File: src/rtl/iic_target_resp.sv
// I2C target responder bridging dev/reg_hi/reg_lo/data transfers to a 16-bit-address register port.
// Optional build macro IIC_TARGET_AUTOINC_EN enables multi-byte bursts with address auto-increment.
module iic_target_resp #(
    parameter logic [6:0]  DEV_ADDR = 7'h50,
    parameter int unsigned HOLD_CYC = 2
) (
    input  logic        clk_i,
    input  logic        rst,
    input  logic        scl_i,
    input  logic        sda_i,
    output logic        sda_oe,
    output logic        busy,
    output logic        reg_wr_en,
    output logic        reg_rd_en,
    output logic [15:0] reg_addr,
    output logic [7:0]  reg_wdata,
    input  logic [7:0]  reg_rdata
);

    localparam int unsigned HOLD_LD = (HOLD_CYC == 0) ? 1 : HOLD_CYC;
    localparam int unsigned HW      = $clog2(HOLD_LD + 1);

    typedef enum logic [3:0] {
        IDLE, DEV, ACK_DEV, REG_H, ACK_H, REG_L, ACK_L,
        WR_DAT, ACK_WR, RD_DAT, M_ACK, WAIT_STOP
    } state_t;

    state_t        state_q;
    logic [1:0]    sclSync_q, sdaSync_q;
    logic          sclDly_q, sdaDly_q;
    logic [3:0]    bitCnt_q;
    logic [7:0]    rxShift_q, txShift_q, addrHi_q;
    logic [HW-1:0] holdCnt_q;
    logic          addrValid_q, isRead_q, mAck_q, rdWait_q;
    logic          sdaOe_q, busy_q, regWrEn_q, regRdEn_q;
    logic [15:0]   regAddr_q;
    logic [7:0]    regWdata_q;

    logic       sclNow, sdaNow, sclRise, sclFall, startDet, stopDet, oe_d;
    logic [7:0] rxByte;

    assign sclNow   = sclSync_q[1];
    assign sdaNow   = sdaSync_q[1];
    assign sclRise  = sclNow & ~sclDly_q;
    assign sclFall  = ~sclNow & sclDly_q;
    assign startDet = sclNow & sclDly_q & sdaDly_q & ~sdaNow;
    assign stopDet  = sclNow & sclDly_q & ~sdaDly_q & sdaNow;
    assign rxByte   = {rxShift_q[6:0], sdaNow};

    // Level SDA should take in the current low phase; applied only once the hold time has elapsed.
    always_comb begin
        oe_d = 1'b0;
        case (state_q)
            ACK_DEV, ACK_H, ACK_L, ACK_WR: oe_d = 1'b1;
            RD_DAT:                        oe_d = ~txShift_q[7];
            default:                       oe_d = 1'b0;
        endcase
    end

    always_ff @(posedge clk_i) begin
        if (rst) begin
            state_q     <= IDLE;
            sclSync_q   <= 2'b11;
            sdaSync_q   <= 2'b11;
            sclDly_q    <= 1'b1;
            sdaDly_q    <= 1'b1;
            bitCnt_q    <= '0;
            rxShift_q   <= '0;
            txShift_q   <= '0;
            addrHi_q    <= '0;
            holdCnt_q   <= '0;
            addrValid_q <= 1'b0;
            isRead_q    <= 1'b0;
            mAck_q      <= 1'b0;
            rdWait_q    <= 1'b0;
            sdaOe_q     <= 1'b0;
            busy_q      <= 1'b0;
            regWrEn_q   <= 1'b0;
            regRdEn_q   <= 1'b0;
            regAddr_q   <= '0;
            regWdata_q  <= '0;
        end else begin
            sclSync_q <= {sclSync_q[0], scl_i};
            sdaSync_q <= {sdaSync_q[0], sda_i};
            sclDly_q  <= sclSync_q[1];
            sdaDly_q  <= sdaSync_q[1];
            regWrEn_q <= 1'b0;
            regRdEn_q <= 1'b0;
            rdWait_q  <= regRdEn_q;
            if (rdWait_q) begin
                txShift_q <= reg_rdata;
            end

            if (startDet) begin
                state_q   <= DEV;
                bitCnt_q  <= '0;
                sdaOe_q   <= 1'b0;
                holdCnt_q <= '0;
                busy_q    <= 1'b0;
            end else if (stopDet) begin
                state_q     <= IDLE;
                bitCnt_q    <= '0;
                sdaOe_q     <= 1'b0;
                holdCnt_q   <= '0;
                busy_q      <= 1'b0;
                addrValid_q <= 1'b0;
            end else begin
                if (holdCnt_q != '0) begin
                    holdCnt_q <= holdCnt_q - HW'(1);
                    if (holdCnt_q == HW'(1) && !sclNow) begin
                        sdaOe_q <= oe_d;
                    end
                end

                // Data bits are captured on SCL rise; byte-level decisions wait for the following fall.
                if (sclRise) begin
                    case (state_q)
                        DEV, REG_H, REG_L, WR_DAT: begin
                            rxShift_q <= rxByte;
                            bitCnt_q  <= bitCnt_q + 4'd1;
                            if (state_q == WR_DAT && bitCnt_q == 4'd7) begin
                                regWdata_q <= rxByte;
                                regWrEn_q  <= 1'b1;
                            end
                        end
                        RD_DAT: bitCnt_q <= bitCnt_q + 4'd1;
                        M_ACK: begin
                            mAck_q <= ~sdaNow;
`ifdef IIC_TARGET_AUTOINC_EN
                            if (!sdaNow) begin
                                regAddr_q <= regAddr_q + 16'd1;
                                regRdEn_q <= 1'b1;
                            end
`endif
                        end
                        default: ;
                    endcase
                end

                if (sclFall) begin
                    holdCnt_q <= HW'(HOLD_LD);
                    case (state_q)
                        DEV: if (bitCnt_q == 4'd8) begin
                            bitCnt_q <= '0;
                            if (rxShift_q[7:1] == DEV_ADDR && (!rxShift_q[0] || addrValid_q)) begin
                                state_q   <= ACK_DEV;
                                busy_q    <= 1'b1;
                                isRead_q  <= rxShift_q[0];
                                regRdEn_q <= rxShift_q[0];
                            end else begin
                                state_q <= WAIT_STOP;
                                busy_q  <= 1'b0;
                            end
                        end
                        REG_H: if (bitCnt_q == 4'd8) begin
                            bitCnt_q <= '0;
                            addrHi_q <= rxShift_q;
                            state_q  <= ACK_H;
                        end
                        REG_L: if (bitCnt_q == 4'd8) begin
                            bitCnt_q    <= '0;
                            regAddr_q   <= {addrHi_q, rxShift_q};
                            addrValid_q <= 1'b1;
                            state_q     <= ACK_L;
                        end
                        WR_DAT: if (bitCnt_q == 4'd8) begin
                            bitCnt_q <= '0;
                            state_q  <= ACK_WR;
                        end
                        ACK_DEV: state_q <= isRead_q ? RD_DAT : REG_H;
                        ACK_H:   state_q <= REG_L;
                        ACK_L:   state_q <= WR_DAT;
                        ACK_WR: begin
`ifdef IIC_TARGET_AUTOINC_EN
                            regAddr_q <= regAddr_q + 16'd1;
                            state_q   <= WR_DAT;
`else
                            state_q   <= WAIT_STOP;
`endif
                        end
                        RD_DAT: begin
                            if (bitCnt_q == 4'd8) begin
                                bitCnt_q <= '0;
                                state_q  <= M_ACK;
                            end else begin
                                txShift_q <= {txShift_q[6:0], 1'b1};
                            end
                        end
                        M_ACK: begin
                            if (mAck_q) begin
`ifdef IIC_TARGET_AUTOINC_EN
                                state_q <= RD_DAT;
`else
                                state_q <= WAIT_STOP;
`endif
                            end else begin
                                state_q <= WAIT_STOP;
                                busy_q  <= 1'b0;
                            end
                        end
                        default: ;
                    endcase
                end
            end
        end
    end

    assign sda_oe    = sdaOe_q;
    assign busy      = busy_q;
    assign reg_wr_en = regWrEn_q;
    assign reg_rd_en = regRdEn_q;
    assign reg_addr  = regAddr_q;
    assign reg_wdata = regWdata_q;

endmodule

File: config.mk
export PLATFORM = sky130hd
export DESIGN_NAME = iic_target_resp
export DESIGN_NICKNAME = d
export VERILOG_FILES = /design/src/rtl/iic_target_resp.sv
export SDC_FILE = /design/constraint.sdc
export NUM_CORES = 1
export LEC_CHECK = 0
export ABC_AREA = 1
export CAP_MARGIN = 0
export CORE_AREA = 2 2 81 98
export CTS_BUF_LIST = sky130_fd_sc_hd__clkbuf_4 sky130_fd_sc_hd__clkbuf_8
export DETAILED_ROUTE_END_ITERATION = 6
export DIE_AREA = 0 0 83 100
export GPL_TIMING_DRIVEN = 0
export HOLD_SLACK_MARGIN = 0.12
export SKIP_CTS_REPAIR_TIMING = 1
export SYNTH_ARGS = -nofsm -noshare
export SYNTH_HDL_FRONTEND = slang
export SYNTH_SLANG_ARGS = --single-unit
File: constraint.sdc
create_clock -name clk_i -period 2.2 [get_ports clk_i]
set_input_delay 0.22 -clock clk_i [delete_from_list [all_inputs] [get_ports clk_i]]
set_output_delay 0.22 -clock clk_i [all_outputs]
set_load 0.01 [all_outputs]
After elaboration in Yosys (flattened, before gate mapping)
Index checks and enable logic that the tools add are counted.
{"block": "op_classes", "addsub": 2, "n_eq_ne": 25, "n_mux": 34, "n_bitwise": 20, "reduce_logical": 34}
{"cell": "4-bit 2-to-1 mux", "n": 12}
{"cell": "8-bit 2-to-1 mux", "n": 6}
{"cell": "4-bit case mux with 9 select lines", "n": 1}
{"cell": "4-bit by 3-bit == test with 1-bit output, second input constant", "n": 5}
{"cell": "4-bit == test, second input constant", "n": 4}
{"cell": "4-bit != test, second input constant", "n": 4}
{"cell": "4-bit AND reduction", "n": 4}
{"cell": "5-bit AND reduction", "n": 3}
{"cell": "7-bit AND reduction", "n": 2}
{"cell": "1-bit inverter", "n": 13}
{"cell": "2-bit nonzero test", "n": 6}
{"cell": "4-bit OR reduction", "n": 3}
{"cell": "1-bit 2-to-1 mux", "n": 11}
{"cell": "11-bit nonzero test", "n": 1}
{"cell": "2-bit != test, second input constant", "n": 5}
{"cell": "5-bit OR reduction", "n": 2}
{"cell": "9-bit nonzero test", "n": 1}
{"cell": "4-bit by 2-bit == test with 1-bit output, second input constant", "n": 2}
{"cell": "1-bit AND", "n": 7}
{"cell": "7-bit == test, second input constant", "n": 1}
{"cell": "7-bit OR reduction", "n": 1}
{"cell": "6-bit AND reduction", "n": 1}
{"cell": "4-bit by 1-bit adder with 4-bit output, second input constant", "n": 1}
{"cell": "4-bit by 1-bit == test with 1-bit output, second input constant", "n": 1}
{"cell": "other kinds (13)", "n": 18}
{"block": "word_totals", "regBits": 72, "input_bits": 12, "output_inout_bits": 28, "elab_cells": 137}

Depth between registers and ports, before layout
{"block": "depth", "word_depth": 9, "mapped_depth": 11, "ltp_nobuf": 10}

Worst setup path before layout
OpenSTA, ideal clock, no wires.
{"block": "synth_path", "kind": "register to register", "from": "register bitCnt_q[0]", "to": "register txShift_q[4]", "setup_time_ps": 70, "arrival_time_ps": 1282, "slack_ps": 848, "stages_incl_launch_ff": 9, "n_path_buf": 1, "synth_period_minus_slack_ps": 1352, "cell_sequence": "dfxtp_1 inv_1 ha_1 nand3_2 inv_2 nor3_4 buf_6 o21ai_0 a21oi_1"}
{"block": "synth_via", "elab_chain_cells": 6}
{"element": "start: declaration", "line_no": "31", "rtl": "logic [3:0] bitCnt_q;"}
{"element": "start signal: assignment", "line_no": "120", "rtl": "bitCnt_q <= bitCnt_q + 4'd1;"}
{"element": "start signal: assignment", "line_no": "126", "rtl": "RD_DAT: bitCnt_q <= bitCnt_q + 4'd1;"}
{"element": "4-bit == test", "line_no": "182", "rtl": "if (bitCnt_q == 4'd8) begin"}
{"element": "8-bit 2-to-1 mux", "line_no": "182"}
{"element": "8-bit 2-to-1 mux", "line_no": "142", "rtl": "case (state_q)"}
{"element": "8-bit 2-to-1 mux", "line_no": "140", "rtl": "if (sclFall) begin"}
{"element": "8-bit 2-to-1 mux", "line_no": "100", "rtl": "end else if (stopDet) begin"}
{"element": "8-bit 2-to-1 mux", "line_no": "94", "rtl": "if (startDet) begin"}
{"element": "end signal: assignment", "line_no": "91", "rtl": "txShift_q <= reg_rdata;"}
{"element": "end signal: assignment", "line_no": "186", "rtl": "txShift_q <= {txShift_q[6:0], 1'b1};"}
{"element": "end: declaration", "line_no": "32", "rtl": "logic [7:0] rxShift_q, txShift_q, addrHi_q;"}
No other way between the ends.
A chain may end at the register's enable or synchronous reset.

Worst setup path after layout
{"block": "layout_path", "from": "register bitCnt_q[1]", "to": "register txShift_q[6]"}
The elaborated chain is that of the path after synthesis.

==> flow_summary.toml <==
[run_status]
status = "finished clean"

[yosys]
yosysSeqAreaShare_pct = 48.9
synth_edf_count = 0
async_reset_ff_share_pct = 0
synthesis.instances = 381
yosys_warnings = 0
synth-seq-cells = 72
netlist_area_um2 = 2950
synth_cell_type_count = 35
avgSynthCellArea_um2 = 7.74
synth_top_flop_cell = "dfxtp_1"
syn_nets = 395

[global_routing]
grt.total_usage_pct = 16.6
grt-ovfl-total = 0
grt_antenna_before_repair = 0
grt_pass1_wl_mm = 11.2
grt_max_degree = 14
grt_pass1_vias = 2321

[worst_setup_path]
rrSetupSlack_ns = 0.60
r2r_cells = 8
critPathRequiredTime_ns = 2.47
worst_path_max_delay_cell = "dfxtp_1"
crit_fanout = 10
crit_type = "reg2reg"
worstPathArrival_ns = 1.87
end_kind = "register"
r2r-start = "bitCnt_q[1]"
crit_chain = "inv_1, ha_1, nand3_2, inv_2, nor3_4, buf_6, o21ai_0, a21oi_1"
cpPeakStageDelay_ns = 0.38
start_kind = "register"
reg2reg_to = "txShift_q[6]"

[timing]
final.setup.tns_ns = 0
hold_ws_ns = 0.237
slew_violations = 0
fin_crit_ns = 1.60
fin_crit_sh_pct = 72.7
slew_headroom_pct = 65.9
finalWorstSetupSlack_ns = 0.601
finalHoldViolCount = 0
tightest_slew_ns = 0.507
rsz0062_at_grt = "false"
max_freq_ghz = 0.625
setup_viol = 0
fin_worst_skew_ns = 0.00745

[layout]
seqCellArea_um2 = 1440
finalNetCount = 444
drive_above_1_share_pct = 11.5
final_common_cell = "dfxtp_1"
areaGrowthSynthToFinish_pct = 24.3
antenna_cells = 0
final_cell_mix = "72 x dfxtp_1, 64 x o21ai_0, 46 x nor2_1"
stdcell_area_um2 = 3670
fillers = 745
multi_input_area_um2 = 1240

[min_path]
whs_endpoint = "rdWait_q"
hp-start = "rst"
hold_path_depth = 2
hold_path_class = "in2reg"

[drt]
dr.first_iter.drc_count = 125
routed_wl_mm = 6.53
m1WireLength_mm = 3.16
dr.max_layer_used = "met4"
wl_met2_mm = 3.07
ant_nets = 0
first_pass_iters = 4
wl_per_cell_um = 12.4
viasPerCell = 4.80
met3_wirelength_um = 205
route.detailed.drc = 0
vias = 2530

[clock_network]
clkTransAtPathRegs_ns = 0.08
clockBufferDepth = 2
cts.sinks = 72
cts_made_buffers = 9
clk_latency_ns = 0.34
root_buffer = "clkbuf_8"
cts_tree = "done"
h-tree-depth = 3

[run]
cap_violations = 0

[die]
initial_core_util_pct = 39.4
die_w_um = 83
row_count = 35
dieArea_um2 = 8300
core_um2 = 7490
boundaryPins = 40
dieHeight_um = 100

[placed_design]
dpl_worst_slack_ns = 0.594
port_buffers = 38
dp_hpwl_mm = 4.92
postPlaceCellArea_um2 = 3450
gp_congestion = 0.858

[power_and_ir_drop]
irDropWorstVdd_mv = 0.518
p_leak_uw = 0.00141
fin_total_pwr_uw = 2570
powerDensity_nw_per_um2 = 701
how the worst max path moves through the flow:
| stage | startpoint | endpoint | slack (ns) | cells after the start |
|---|---|---|---|---|
| 3_3_place_gp | state_q[1] | reg_wdata[5] | 0.61 | 6 |
| 2_1_floorplan | bitCnt_q[0] | txShift_q[4] | 0.85 | 8 |
| 3_5_place_dp | bitCnt_q[1] | txShift_q[6] | 0.59 | 8 |
| 4_1_cts | bitCnt_q[1] | txShift_q[5] | 0.59 | 8 |
| 5_1_grt | bitCnt_q[1] | txShift_q[5] | 0.43 | 8 |
| 6_report | bitCnt_q[1] | txShift_q[6] | 0.60 | 8 |
cell families (layout without fill, tap and decap cells):
kind of cell	Yosys count	after routing	synth area share [%]
and+or+nand+nor	129	129	20.6
AOI/OAI and AO/OA	114	114	19.8
DFF	72	72	48.9
buffers and inverters	62	116	9.20
adders and majority gates	2	2	0.848
muxes	2	2	0.721
cell type report:
cell class | count | area share, %
inverters | 48 | 4.91
repair buffers | 38 | 10.4
well taps | 92 | 3.14
plain buffers | 14 | 2.49
clock buffers | 10 | 3.58
flip-flops and latches | 72 | 39.3
clock inverters | 6 | 2.49
multi-input cells | 247 | 33.7
synthesized netlist by cell type (all sizes together) (4+ instances only):
| cell | number | area share (%) |
|---|---|---|
| a21oi | 44 | 7.5 |
| buf | 7 | 2.2 |
| clkbuf | 7 | 0.89 |
| dfxtp | 72 | 49 |
| inv | 48 | 6.1 |
| nand2 | 41 | 5.6 |
| nand3 | 12 | 2.2 |
| nand4 | 4 | 1.1 |
| nor2 | 53 | 7.5 |
| nor3 | 11 | 2.4 |
| o21ai | 66 | 11 |
| or2 | 4 | 0.85 |
metrics by stage:
stage | util, % | instances
5_1_grt | 49.0 | 527
3_3_place_gp | 46.0 | 511
4_1_cts | 49.0 | 527
2_1_floorplan | - | 381
6_report | 49.0 | 527
3_5_place_dp | 46.0 | 511
registers in the layout, summed over array words and instances, names as in the netlist, 2 cells and up:
signal,count
reg_addr,16
state_q,4
txShift_q,8
rxShift_q,8
reg_wdata,8
sclSync_q,2
holdCnt_q,2
addrHi_q,8
bitCnt_q,4
sdaSync_q,2
metal layers:
metal / GRT usage [%] / vias up
li1: - / 1350
met4: 7.31 / 0
met1: 22.1 / 1134
met3: 2.96 / 10
met2: 26.6 / 36
met5: 0 / -
power breakdown:
group          internal [µW]  switching, µW  total, µW
Sequential              1310           5.73       1320
Clock                    657            499       1160
Combinational           38.8           61.6        100
critical path: cells and delay by family (launching register included):
| family | cells | cell delay, ns |
|---|---|---|
| adder cells (fa/ha/maj) | 1 | 0.19 |
| AO/OA/AOI/OAI | 2 | 0.22 |
| AND/OR/NAND/NOR | 2 | 0.42 |
| buffers and inverters | 3 | 0.33 |
| flip-flops | 1 | 0.38 |
(Power assumes the default switching activity.)
==> edit 1: new RTL, same flow settings <==
The parameter `HOLD_CYC` goes from 2 to 4.
--- a/src/rtl/iic_target_resp.sv
+++ b/src/rtl/iic_target_resp.sv
@@ -2,7 +2,7 @@
 // Optional build macro IIC_TARGET_AUTOINC_EN enables multi-byte bursts with address auto-increment.
 module iic_target_resp #(
     parameter logic [6:0]  DEV_ADDR = 7'h50,
-    parameter int unsigned HOLD_CYC = 2
+    parameter int unsigned HOLD_CYC = 4
 ) (
     input  logic        clk_i,
     input  logic        rst,
Function: same outputs for any inputs over 10 cycles, from zero or initial values and one cycle with rst high; that may be too few to reach the edited logic, so the function may still have changed.
==> edit 1 against the unedited design <==
First-iteration DRC count down 14%; synthesized cell count grew 5.0%; cell area grew 3.2%; final cell count up 3.8%; die area unchanged; core utilization rose by 1.6 points; count of clock-buffer cells in the layout rose by 1; sequential cell count grew 1; non-clock buffer count grew 1; routed wire length increased by 6.2%; area after synthesis rose by 3.9%; setup slack lost 0.17 ns; clock skew up 0.0025 ns; critical endpoint is now reg_addr[5].
Power is not compared: it rests on default switching activity, and its combinational part moved more than twofold at a synthesized area within 25%.
==> edit 1: results (changes against the unedited design) <==
- IO buf count: 39 (+2.6%)
- Post-synth top cells: dfxtp_1, o21ai_0, nor2_1
- Share of cells above drive strength 1: 11.2% (-0.29 points)
- Syn_nets: 418 (+5.8%)
- Distinct cells, synth: 31 (-11%)
- Hold crit path type: reg -> reg
- Placer Congestion: 0.848 (-1.2%)
- Vias/cell: 4.77 (-0.57%)
- Post-Route M1 WL: 3290 um (+4.2%)
- DR vias: 2611 (+3.2%)
- DP Area: 0.00357 sq mm (+3.7%)
- Hold wc startpoint: sclSync_q[0]
- Worst path max stage delay: 0.34 ns (-0.04 ns)
- Sw Share: around a quarter
- Detail Route met3 WL: 225 um (+9.8%)
- First-pass GRT wire length: 12100 um (+8.7%)
- Drt total wl: 6940 um (+6.2%)
- Nets: 468 (+5.4%)
- GR Util All Layers: 18.1% (+1.5 points)
- Sequential cell area fraction in the yosys report: 47.7% (-1.2 points)
- Max Freq: 566 MHz (-9.5%)
- Async set-reset flop share out of synthesis: 0% (unchanged)
- DR WL met2: 3330 um (+8.5%)
- Synth top area cells: dfxtp_1, o21ai_0, nor2_1
- R2R setup slack: 0.43 ns (-0.17 ns)
- Hold_ws: 0.418 ns (+0.181 ns)
- Place WS: 0.439 ns (-0.155 ns)
- Status: finished, final reports clean
- Dpl cells: 531 (+3.9%)
- Root Buffer: clkbuf_8
- Worst-path fanout max: 10 (unchanged)
- Critical path origin: bitCnt_q[0]
- Synth Area per Inst: 7.67 sq um (-0.99%)
- Tightest Pin Transition: 0.521 ns (+0.0136 ns)
- Setup Skew: 0.00995 ns (+0.00250 ns)
- Slowest cell on crit path: nor3_4
edit 1: layout make-up:
type                    count  area [sq um]
flip-flops and latches     73          1460
inverters                  54           203
fillers                   744          3700
clock inverters             5          62.6
repair buffers             39           390
plain buffers              14          90.1
well taps                  92           115
multi-input cells         259          1310
clock buffers              11           151
edit 1: logic make-up after synthesis:
logic type	after synthesis	share of synthesized area, %
XOR/XNOR	1	0.286
AO/OA/AOI/OAI	106	18.1
flip-flops	73	47.7
buffers and inverters	68	9.55
multiplexers	2	0.694
adder cells (fa/ha/maj)	6	2.45
AND/OR/NAND/NOR	144	21.3
edit 1: final timing paths:
| path | endpoint | depth (start not counted) |
|---|---|---|
| max | reg_addr[5] | 9 |
| min | sclSync_q[1] | 1 |
| max reg2reg | reg_addr[5] | 9 |
| min reg2reg | sclSync_q[1] | 1 |
edit 1: per-layer routing:
layer / GRT usage [%] / vias up
met5: 0 / -
met4: 6.05 / 0
met3: 4.19 / 7
met2: 31.0 / 35
met1: 22.6 / 1181
li1: - / 1388
edit 1: power by group through the flow:
| stage | Combinational (mW) | Sequential [mW] | Clock (mW) |
|---|---|---|---|
| floorplan | 0.171 | 1.40 | 0 |
| global placement | 0.225 | 1.40 | 0 |
| detailed placement | 0.236 | 1.40 | 0 |
| CTS | 0.237 | 1.37 | 1.13 |
| global route | 0.278 | 1.37 | 1.19 |
| finish | 0.235 | 1.37 | 1.11 |
edit 1: worst max-delay path: cells and delay by family, from the launching register on:
kind            cells  cell delay (ns)
compound gates      2             0.20
fa+ha+maj           1             0.14
buf+inv             2             0.28
flops               1             0.33
simple gates        4             0.73
==> edit 2: new RTL, same settings <==
Made on the original files. Re-encode `state_t` (12 states) as one-hot, 12 bits wide.
--- a/src/rtl/iic_target_resp.sv
+++ b/src/rtl/iic_target_resp.sv
@@ -20,9 +20,9 @@
     localparam int unsigned HOLD_LD = (HOLD_CYC == 0) ? 1 : HOLD_CYC;
     localparam int unsigned HW      = $clog2(HOLD_LD + 1);
 
-    typedef enum logic [3:0] {
-        IDLE, DEV, ACK_DEV, REG_H, ACK_H, REG_L, ACK_L,
-        WR_DAT, ACK_WR, RD_DAT, M_ACK, WAIT_STOP
+    typedef enum logic [11:0] {
+        IDLE = 12'b000000000001, DEV = 12'b000000000010, ACK_DEV = 12'b000000000100, REG_H = 12'b000000001000, ACK_H = 12'b000000010000, REG_L = 12'b000000100000, ACK_L = 12'b000001000000,
+        WR_DAT = 12'b000010000000, ACK_WR = 12'b000100000000, RD_DAT = 12'b001000000000, M_ACK = 12'b010000000000, WAIT_STOP = 12'b100000000000
     } state_t;
 
     state_t        state_q;
Function: no difference found for any inputs over 10 cycles, from zero or initial values and one cycle with rst high; not proved beyond that.
==> edit 2 against the unedited design <==
Sequential cell count rose by 8; cell area rose by 17%; clock power fell by 12%; total power rose by 0.17%; first-iteration DRC count rose by 42%; via count rose by 27%; non-clock buffer count rose by 1; routed wire length rose by 27%; die area did not move; critical path depth did not move; area after synthesis rose by 22%; setup slack got worse by 0.41 ns; final cell count rose by 23%; critical path type unchanged; highest routed layer unchanged.
==> edit 2: results (changes against the unedited design) <==
- Status: finished, final reports clean
- Post-synth top cells: nand2_1, dfxtp_1, inv_1
- Max clock buf depth: 2 (unchanged)
- Worst path max stage delay: 0.33 ns (-0.05 ns)
- Slowest cell on crit path: dfxtp_1
- Share of cells above drive strength 1: 10.1% (-1.4 points)
- Met3 Usage GRT: 3.37% (+0.41 points)
- Setup Skew: 0.0118 ns (+0.00433 ns)
- R2R setup slack: 0.19 ns (-0.41 ns)
- Synth Area per Inst: 7.20 sq um (-7.0%)
- Tightest Pin Transition: 0.558 ns (+0.0512 ns)
- Distinct cells, synth: 34 (-2.9%)
- Nets: 564 (+27%)
- First-pass GRT wire length: 13800 um (+24%)
- Hold crit path type: reg -> reg
- Diode count: 0 (unchanged)
- M1 GR Usage: 27.5% (+5.5 points)
- Vias/cell: 4.97 (+3.5%)
- DRT iter0 DRCs: 177 (+42%)
- Worst-path fanout max: 10 (unchanged)
- Cell with the most instances after synthesis: nand2_1
- CTS Buf Count: 9 (unchanged)
- GR Util met2: 33.4% (+6.8 points)
- Ys Warns: 0 (unchanged)
- IO buf count: 39 (+2.6%)
- Post-DP HPWL: 6190 um (+26%)
- Worst path arrival time: 2.25 ns (+0.38 ns)
- Drt total wl: 8310 um (+27%)
- GR Util All Layers: 20.5% (+3.9 points)
- Post-synthesis compound-gate area fraction: 17.4% (-2.3 points)
- Dpl cells: 631 (+23%)
- # fillers: 773 (+3.8%)
- Maximum number of pins on one net before global-route repair: 16 (+2)
- Sequential cell area fraction in the yosys report: 44.5% (-4.4 points)
- DR WL/cell: 12.8 um (+3.6%)
- Vias in the first global route: 2956 (+27%)
- Clock-pin slew on the worst setup and hold paths: roughly 0.090 ns
- Clock latency on the worst-skew pair: roughly 0.35 ns
- Syn_nets: 514 (+30%)
- Synth top area cells: dfxtp_1, nand2_1, a21oi_1
- Mux cell area share after synthesis: 0% (-0.72 points)
- DP Area: 0.00411 sq mm (+19%)
- Multi-input logic area: 0.00166 sq mm (+34%)
- VDD IR-drop max: 0.341 mV (-34%)
- Leak: 1.77 nW (+26%)
- Synth Area in Adders: 0.695% (-0.15 points)
- Placer Congestion: 0.906 (+5.6%)
==> edit 2: changes by cell type in the layout (fill, tap and decap cells not counted), sizes merged, moves of 4 or more <==
cell and change:
a21oi +12, o21ai -6, nand3 +13, dfxtp +8
inv +25, nand2 +51, nor2 +15, nand4 +4
==> edit 2: worst paths after layout <==
kind                     start      endpoint  depth (start not counted)
hold / removal    sdaSync_q[0]  sdaSync_q[1]                          1
setup / recovery   bitCnt_q[0]  reg_addr[10]                          8
hold reg to reg   sdaSync_q[0]  sdaSync_q[1]                          1
setup reg to reg   bitCnt_q[0]  reg_addr[10]                          8
==> edit 2: critical path, delay by kind of cell, from the launching register on <==
| family | cells | cell delay, ns |
|---|---|---|
| flip-flops | 1 | 0.33 |
| AO/OA/AOI/OAI | 2 | 0.31 |
| AND/OR/NAND/NOR | 3 | 0.73 |
| adder cells (fa/ha/maj) | 1 | 0.15 |
| buffers and inverters | 2 | 0.37 |
==> edit 2: per-layer routing <==
layer / routed length, um / share of wire, %
met1: 4130 / 50
met2: 3770 / 45
met3: 313 / 3.8
met4: 95 / 1.1
met5: 0 / 0
==> edit 2: power breakdown <==
part	internal (mW)	total (mW)	switching, mW
registers	1.45	1.46	0.00453
clock network	0.454	1.02	0.567
logic	0.0391	0.0978	0.0587
==> edit 2: stage by stage <==
step,hold slack [ns],worst slack [ns]
floorplan,0.289,0.598
global placement,0.392,0.191
detailed placement,0.398,0.182
CTS,0.414,0.171
global route,0.434,0.0249
finish,0.415,0.192
==> edit 2: cells by family after synthesis <==
kind of cell	Yosys count
DFF	80
adders and majority gates	2
AOI/OAI and AO/OA	121
buffers and inverters	87
and+or+nand+nor	210
==> edit 2: final cells by class <==
cell class / count / area share (%)
Buffer: 14 / 1.57
Clock buffer: 10 / 3.21
Clock inverter: 6 / 1.19
Inverter: 73 / 6.38
Multi-Input combinational cell: 333 / 38.6
Sequential cell: 80 / 37.3
Tap cell: 92 / 2.68
Timing Repair Buffer: 39 / 9.09
